**src/rtl/ngc_fifo_arbiter.sv**
```systemverilog
// ngc_fifo_arbiter: round-robin, packet-locking arbiter that feeds words from
// NUM_REQ requesters into a downstream ngc_fifo. An owner keeps the grant for
// the length of its packet. The FIFO push and data are registered, so the
// room check counts the push that is still in flight.
module ngc_fifo_arbiter #(
  parameter int DATA_WIDTH = 8,
  parameter int SIZE       = 16,
  parameter int NUM_REQ    = 4
) (
  input  logic                          clk,
  input  logic                          rst,
  input  logic [NUM_REQ-1:0]            req,
  input  logic [NUM_REQ-1:0]            req_last,
  input  logic [NUM_REQ*DATA_WIDTH-1:0] req_data,
  output logic [NUM_REQ-1:0]            ack,
  output logic [NUM_REQ-1:0]            grant,
  output logic                          fifo_push,
  output logic [DATA_WIDTH-1:0]         fifo_din,
  input  logic [$clog2(SIZE):0]         fifo_num,
  input  logic                          fifo_full
);

  localparam int CW = $clog2(SIZE) + 1;   // fifo_num width
  localparam int RW = CW + 1;             // room arithmetic width, cannot wrap
  localparam int PW = $clog2(NUM_REQ);    // requester index width

  typedef enum logic [0:0] {
    IDLE = 1'b0,
    LOCK = 1'b1
  } state_t;

  state_t                  state_r;
  state_t                  state_nxt_s;
  logic [NUM_REQ-1:0]      grant_nxt_s;
  logic [PW-1:0]           rr_ptr_r;
  logic [PW-1:0]           rr_ptr_nxt_s;
  logic [PW-1:0]           owner_r;
  logic [PW-1:0]           owner_nxt_s;
  logic                    take_s;
  logic [PW-1:0]           sel_s;
  logic                    found_s;
  logic [PW-1:0]           win_s;
  logic [RW-1:0]           level_s;
  logic                    room_s;
  logic [DATA_WIDTH-1:0]   sel_data_s;

  // First requesting index at or above ptr, wrapping; MSB of result = found.
  function automatic logic [PW:0] rr_pick(input logic [NUM_REQ-1:0] r,
                                          input logic [PW-1:0]      ptr);
    logic          found;
    logic [PW-1:0] idx;
    logic [PW:0]   cand;
    found = 1'b0;
    idx   = {PW{1'b0}};
    for (int i = 0; i < NUM_REQ; i++) begin
      cand = {1'b0, ptr} + (PW+1)'(i);
      if (cand >= (PW+1)'(NUM_REQ)) begin
        cand = cand - (PW+1)'(NUM_REQ);
      end else begin
        cand = cand;
      end
      if (!found && r[cand[PW-1:0]]) begin
        found = 1'b1;
        idx   = cand[PW-1:0];
      end else begin
        found = found;
      end
    end
    return {found, idx};
  endfunction

  // Index + 1 modulo NUM_REQ (NUM_REQ need not be a power of two).
  function automatic logic [PW-1:0] next_idx(input logic [PW-1:0] v);
    if (v == PW'(NUM_REQ - 1)) begin
      return {PW{1'b0}};
    end else begin
      return v + PW'(1);
    end
  endfunction

  // One-hot vector with bit v set.
  function automatic logic [NUM_REQ-1:0] onehot(input logic [PW-1:0] v);
    logic [NUM_REQ-1:0] oh;
    oh    = {NUM_REQ{1'b0}};
    oh[v] = 1'b1;
    return oh;
  endfunction

  assign {found_s, win_s} = rr_pick(req, rr_ptr_r);
  assign level_s          = RW'(fifo_num) + RW'(fifo_push);
  assign room_s           = (level_s < RW'(SIZE)) && !fifo_full;
  assign sel_data_s       = req_data[int'(sel_s)*DATA_WIDTH +: DATA_WIDTH];

  // State register: arbitration state, grant, round-robin pointer, owner.
  always_ff @(posedge clk) begin
    if (!rst) begin
      state_r  <= IDLE;
      grant    <= {NUM_REQ{1'b0}};
      rr_ptr_r <= {PW{1'b0}};
      owner_r  <= {PW{1'b0}};
    end else begin
      state_r  <= state_nxt_s;
      grant    <= grant_nxt_s;
      rr_ptr_r <= rr_ptr_nxt_s;
      owner_r  <= owner_nxt_s;
    end
  end

  // Next-state logic: pick a word to accept and decide lock / release.
  always_comb begin
    state_nxt_s  = state_r;
    grant_nxt_s  = grant;
    rr_ptr_nxt_s = rr_ptr_r;
    owner_nxt_s  = owner_r;
    take_s       = 1'b0;
    sel_s        = {PW{1'b0}};
    case (state_r)
      IDLE: begin
        if (room_s && found_s) begin
          take_s = 1'b1;
          sel_s  = win_s;
          if (req_last[win_s]) begin
            rr_ptr_nxt_s = next_idx(win_s);
          end else begin
            state_nxt_s = LOCK;
            grant_nxt_s = onehot(win_s);
            owner_nxt_s = win_s;
          end
        end else begin
          take_s = 1'b0;
        end
      end
      LOCK: begin
        // Only the owner may move; a silent owner simply holds the lock.
        if (room_s && req[owner_r]) begin
          take_s = 1'b1;
          sel_s  = owner_r;
          if (req_last[owner_r]) begin
            state_nxt_s  = IDLE;
            grant_nxt_s  = {NUM_REQ{1'b0}};
            rr_ptr_nxt_s = next_idx(owner_r);
          end else begin
            state_nxt_s = LOCK;
          end
        end else begin
          take_s = 1'b0;
        end
      end
      default: begin
        state_nxt_s = IDLE;
        grant_nxt_s = {NUM_REQ{1'b0}};
      end
    endcase
  end

  // Output logic: combinational one-hot ack, held low during reset.
  always_comb begin
    ack = {NUM_REQ{1'b0}};
    if (rst && take_s) begin
      ack = onehot(sel_s);
    end else begin
      ack = {NUM_REQ{1'b0}};
    end
  end

  // FIFO write port: the accepted word is pushed on the following cycle.
  always_ff @(posedge clk) begin
    if (!rst) begin
      fifo_push <= 1'b0;
      fifo_din  <= {DATA_WIDTH{1'b0}};
    end else if (take_s) begin
      fifo_push <= 1'b1;
      fifo_din  <= sel_data_s;
    end else begin
      fifo_push <= 1'b0;
    end
  end

endmodule
```
**config.mk**
```make
export PLATFORM = sky130hd
export DESIGN_NAME = ngc_fifo_arbiter
export DESIGN_NICKNAME = d
export VERILOG_FILES = /design/src/rtl/ngc_fifo_arbiter.sv
export SDC_FILE = /design/constraint.sdc
export NUM_CORES = 1
export LEC_CHECK = 0
export BUFFER_PORTS_ARGS = -buffer_cell sky130_fd_sc_hd__buf_2
export CAP_MARGIN = 10
export CORE_UTILIZATION = 47
export CTS_BUF_LIST = sky130_fd_sc_hd__clkbuf_8
export CTS_CLUSTER_DIAMETER = 120
export DETAILED_ROUTE_END_ITERATION = 8
export GPL_TIMING_DRIVEN = 0
export PLACE_DENSITY = 0.79
export SYNTH_ARGS = -nofsm -noshare
export SYNTH_HDL_FRONTEND = slang
export SYNTH_SLANG_ARGS = --single-unit
export TNS_END_PERCENT = 10
```
**constraint.sdc**
```tcl
create_clock -name clk -period 3.1 [get_ports clk]
set_clock_uncertainty 0.15 [all_clocks]
set_input_delay 0.62 -clock clk [delete_from_list [all_inputs] [get_ports clk]]
set_output_delay 0.62 -clock clk [all_outputs]
set_load 0.1 [all_outputs]
```
==> reports/qor.csv <==
metric,value,unit
fin crit period,3.02,ns
GP Congestion,0.850,
CP Class,in2out,
Avg Inst Size Synth,8.61,um2
crit-path max cell delay,0.45,ns
I/O Buffers,64,
root buf cell,clkbuf_8,
Max-Slew Margin vs Limit,62.6,%
vias per inst,5.69,
DRT iter0 DRCs,25,
Core Area,2540,um2
Yosys Warn Count,0,
Die Span X,54.8,um
hold-fix buffer count after cts,0,
vias in the first global route,1380,
P per Cell Area,401,nW/um2
pre-CTS setup slack,-0.448,ns
H-tree levels,1,
Die Ht,54.8,um
Yosys top cell by area,dfxtp_1,
Final Max Tran Viols,0,
WL per Instance,14.6,um
P&R area growth vs syn,39.7,%
final worst setup slack,0.0814,ns
Antenna diodes,0,
number of fill cells in the layout,192,
Clock transition at path regs,0.07,ns
synthesized area,1310,um2
via count,1410,
Post-synth top cells,"nand2_1, dfxtp_1, mux2_2, nand3_1, a31oi_1",
top-area cell type share of the netlist area,27.5,%
grt ovf,0,
clock sinks,18,
CP max stage cell,o21ai_2,
register area share after synthesis,27.5,%
Gate Count Post-Synth,152,
FMAX,331,MHz
number of synthesized flops with an enable pin,0,
setup TNS,0,ns
predominant post-synthesis flop cell,dfxtp_1,
num rows,18,
worst min-delay path class,reg2reg,
worst path required time,2.33,ns
Post-Syn Nets,204,
layout cell share with drive strength beyond 1,49.1,%
Worst Path Max Fanout,10,
First-pass DRT Iterations,4,
Top Ports,65,
Synth area leaders,"dfxtp_1, mux2_2, nand2_1",
outcome,completed,
final wirelength,3610,um
number of remaining DRC errors,0,
crit start category,input port,
Final Hold Vio Count,0,
clock buffer depth,2,
final setup fails,0,
Nets,271,
post-synth cell types,42,
"FFs w/ async S/R, synth",0,%
Die ar.,3000,um2
total clock buffers created by CTS,3,
max cap viols,0,
total track usage,26.5,%
Tcrit/Tclk final,97.4,%
antenna violations before repair,0,
RSZ-0062 raised after global routing,true,
worst path cell trace,buf_2 > nor2b_1 > a221o_1 > and3_1 > o21ai_2 > nor2_2 > buf_4,
Initial Util,51.4,%
first-pass GRT wire length,5670,um
LEAKAGE,0.000815,uW
Slew @ Worst Pin,0.561,ns
arrival time worst endpoint,2.25,ns
TritonCTS clock tree,yes,
Worst VDD drop,0.539,mV
DP HPWL,2780,um
Antenna Nets Post-Route,0,
largest net degree at the start of global routing,11,
clock insertion delay at the later pin of the skew report,0.25,ns
most numerous cell in the Yosys netlist,nand2_1,
crit path capture type,output pin,
register bit total from synthesis,18,
## logic make-up after synthesis
group	share of synthesized area [%]
adder cells (fa/ha/maj)	3.82
AO/OA/AOI/OAI	21.0
multiplexers	22.5
flip-flops	27.5
buffers and inverters	4.49
AND/OR/NAND/NOR	20.0
XOR/XNOR	0.669
## cell usage in the layout, fill, tap and decap left out, types with 2 or more instances in the layout
cell type	instances
nor2_2	2
mux2_4	2
buf_4	4
nor2_1	2
clkbuf_1	2
mux2_2	15
clkbuf_8	4
nor2b_1	2
nand2_1	27
buf_12	2
a31oi_1	8
dfxtp_2	2
nor2_4	2
mux2_1	2
a21oi_1	4
inv_1	4
buf_2	62
nand3_1	9
ha_1	4
mux2i_1	4
o21ai_0	5
and3_1	4
dfxtp_1	16
a22o_1	4
## routing by layer
layer  GRT usage, %  part of all wire (%)  up-vias
li1               -                     -      685
met1           30.2                    41      663
met2           45.8                    52       58
met3           7.78                   5.9        4
met4           10.3                  0.94        0
met5              0                     0        -
## final cells by class
cell class	count	area, um2	share of cell area, %
Clock buffer	4	55.1	3.01
Timing Repair Buffer	65	363	19.8
Multi-Input combinational cell	121	966	52.8
Buffer	5	25.0	1.37
Tap cell	30	37.5	2.05
Inverter	5	18.8	1.03
Sequential cell	18	363	19.8
## where the power goes
group	internal [uW]	total (uW)	switching, uW
clock	113	193	80.0
sequential	245	255	9.95
combinational	104	286	182
## flip-flops by register name, indices dropped and copies added, names as in the netlist
name       cells
fifo_din       8
grant          4
owner_r        2
rr_ptr_r       2
fifo_push      1
state_r        1
## timing repair
action,4_1_cts,5_1_grt
setup endpoints to repair,4,4
pin swaps,1,1
setup buffers,1,0
resized for setup,17,4
## worst paths after layout
| check | slack, ns | end | startpoint | depth (start not counted) |
|---|---|---|---|---|
| worst max-delay path | 0.08 | ack[2] | req[2] | 7 |
| worst min-delay path | 0.33 | grant[2] | grant[2] | 1 |
| worst max register to register | 0.58 | rr_ptr_r[1] | rr_ptr_r[1] | 7 |
| worst min register to register | 0.33 | grant[2] | grant[2] | 1 |
## through the flow
| step | cell area (um2) | hold WS (ns) | total power (uW) | instances | utilization, % |
|---|---|---|---|---|---|
| 2_1_floorplan | 1330 | 0.340 | 463 | 152 | - |
| 3_3_place_gp | 1690 | 0.307 | 526 | 246 | 66.3 |
| 3_5_place_dp | 1690 | 0.317 | 533 | 246 | 66.3 |
| 4_1_cts | 1820 | 0.332 | 733 | 249 | 71.4 |
| 5_1_grt | 1830 | 0.342 | 769 | 248 | 71.8 |
| 6_report | 1830 | 0.326 | 734 | 248 | 71.8 |
## worst max-delay path: cells and delay by family
| kind | cells | cell delay [ns] |
|---|---|---|
| and+or+nand+nor | 3 | 0.42 |
| buffers and inverters | 2 | 0.39 |
| AOI/OAI and AO/OA | 2 | 0.80 |
(Power assumes the default switching activity.)
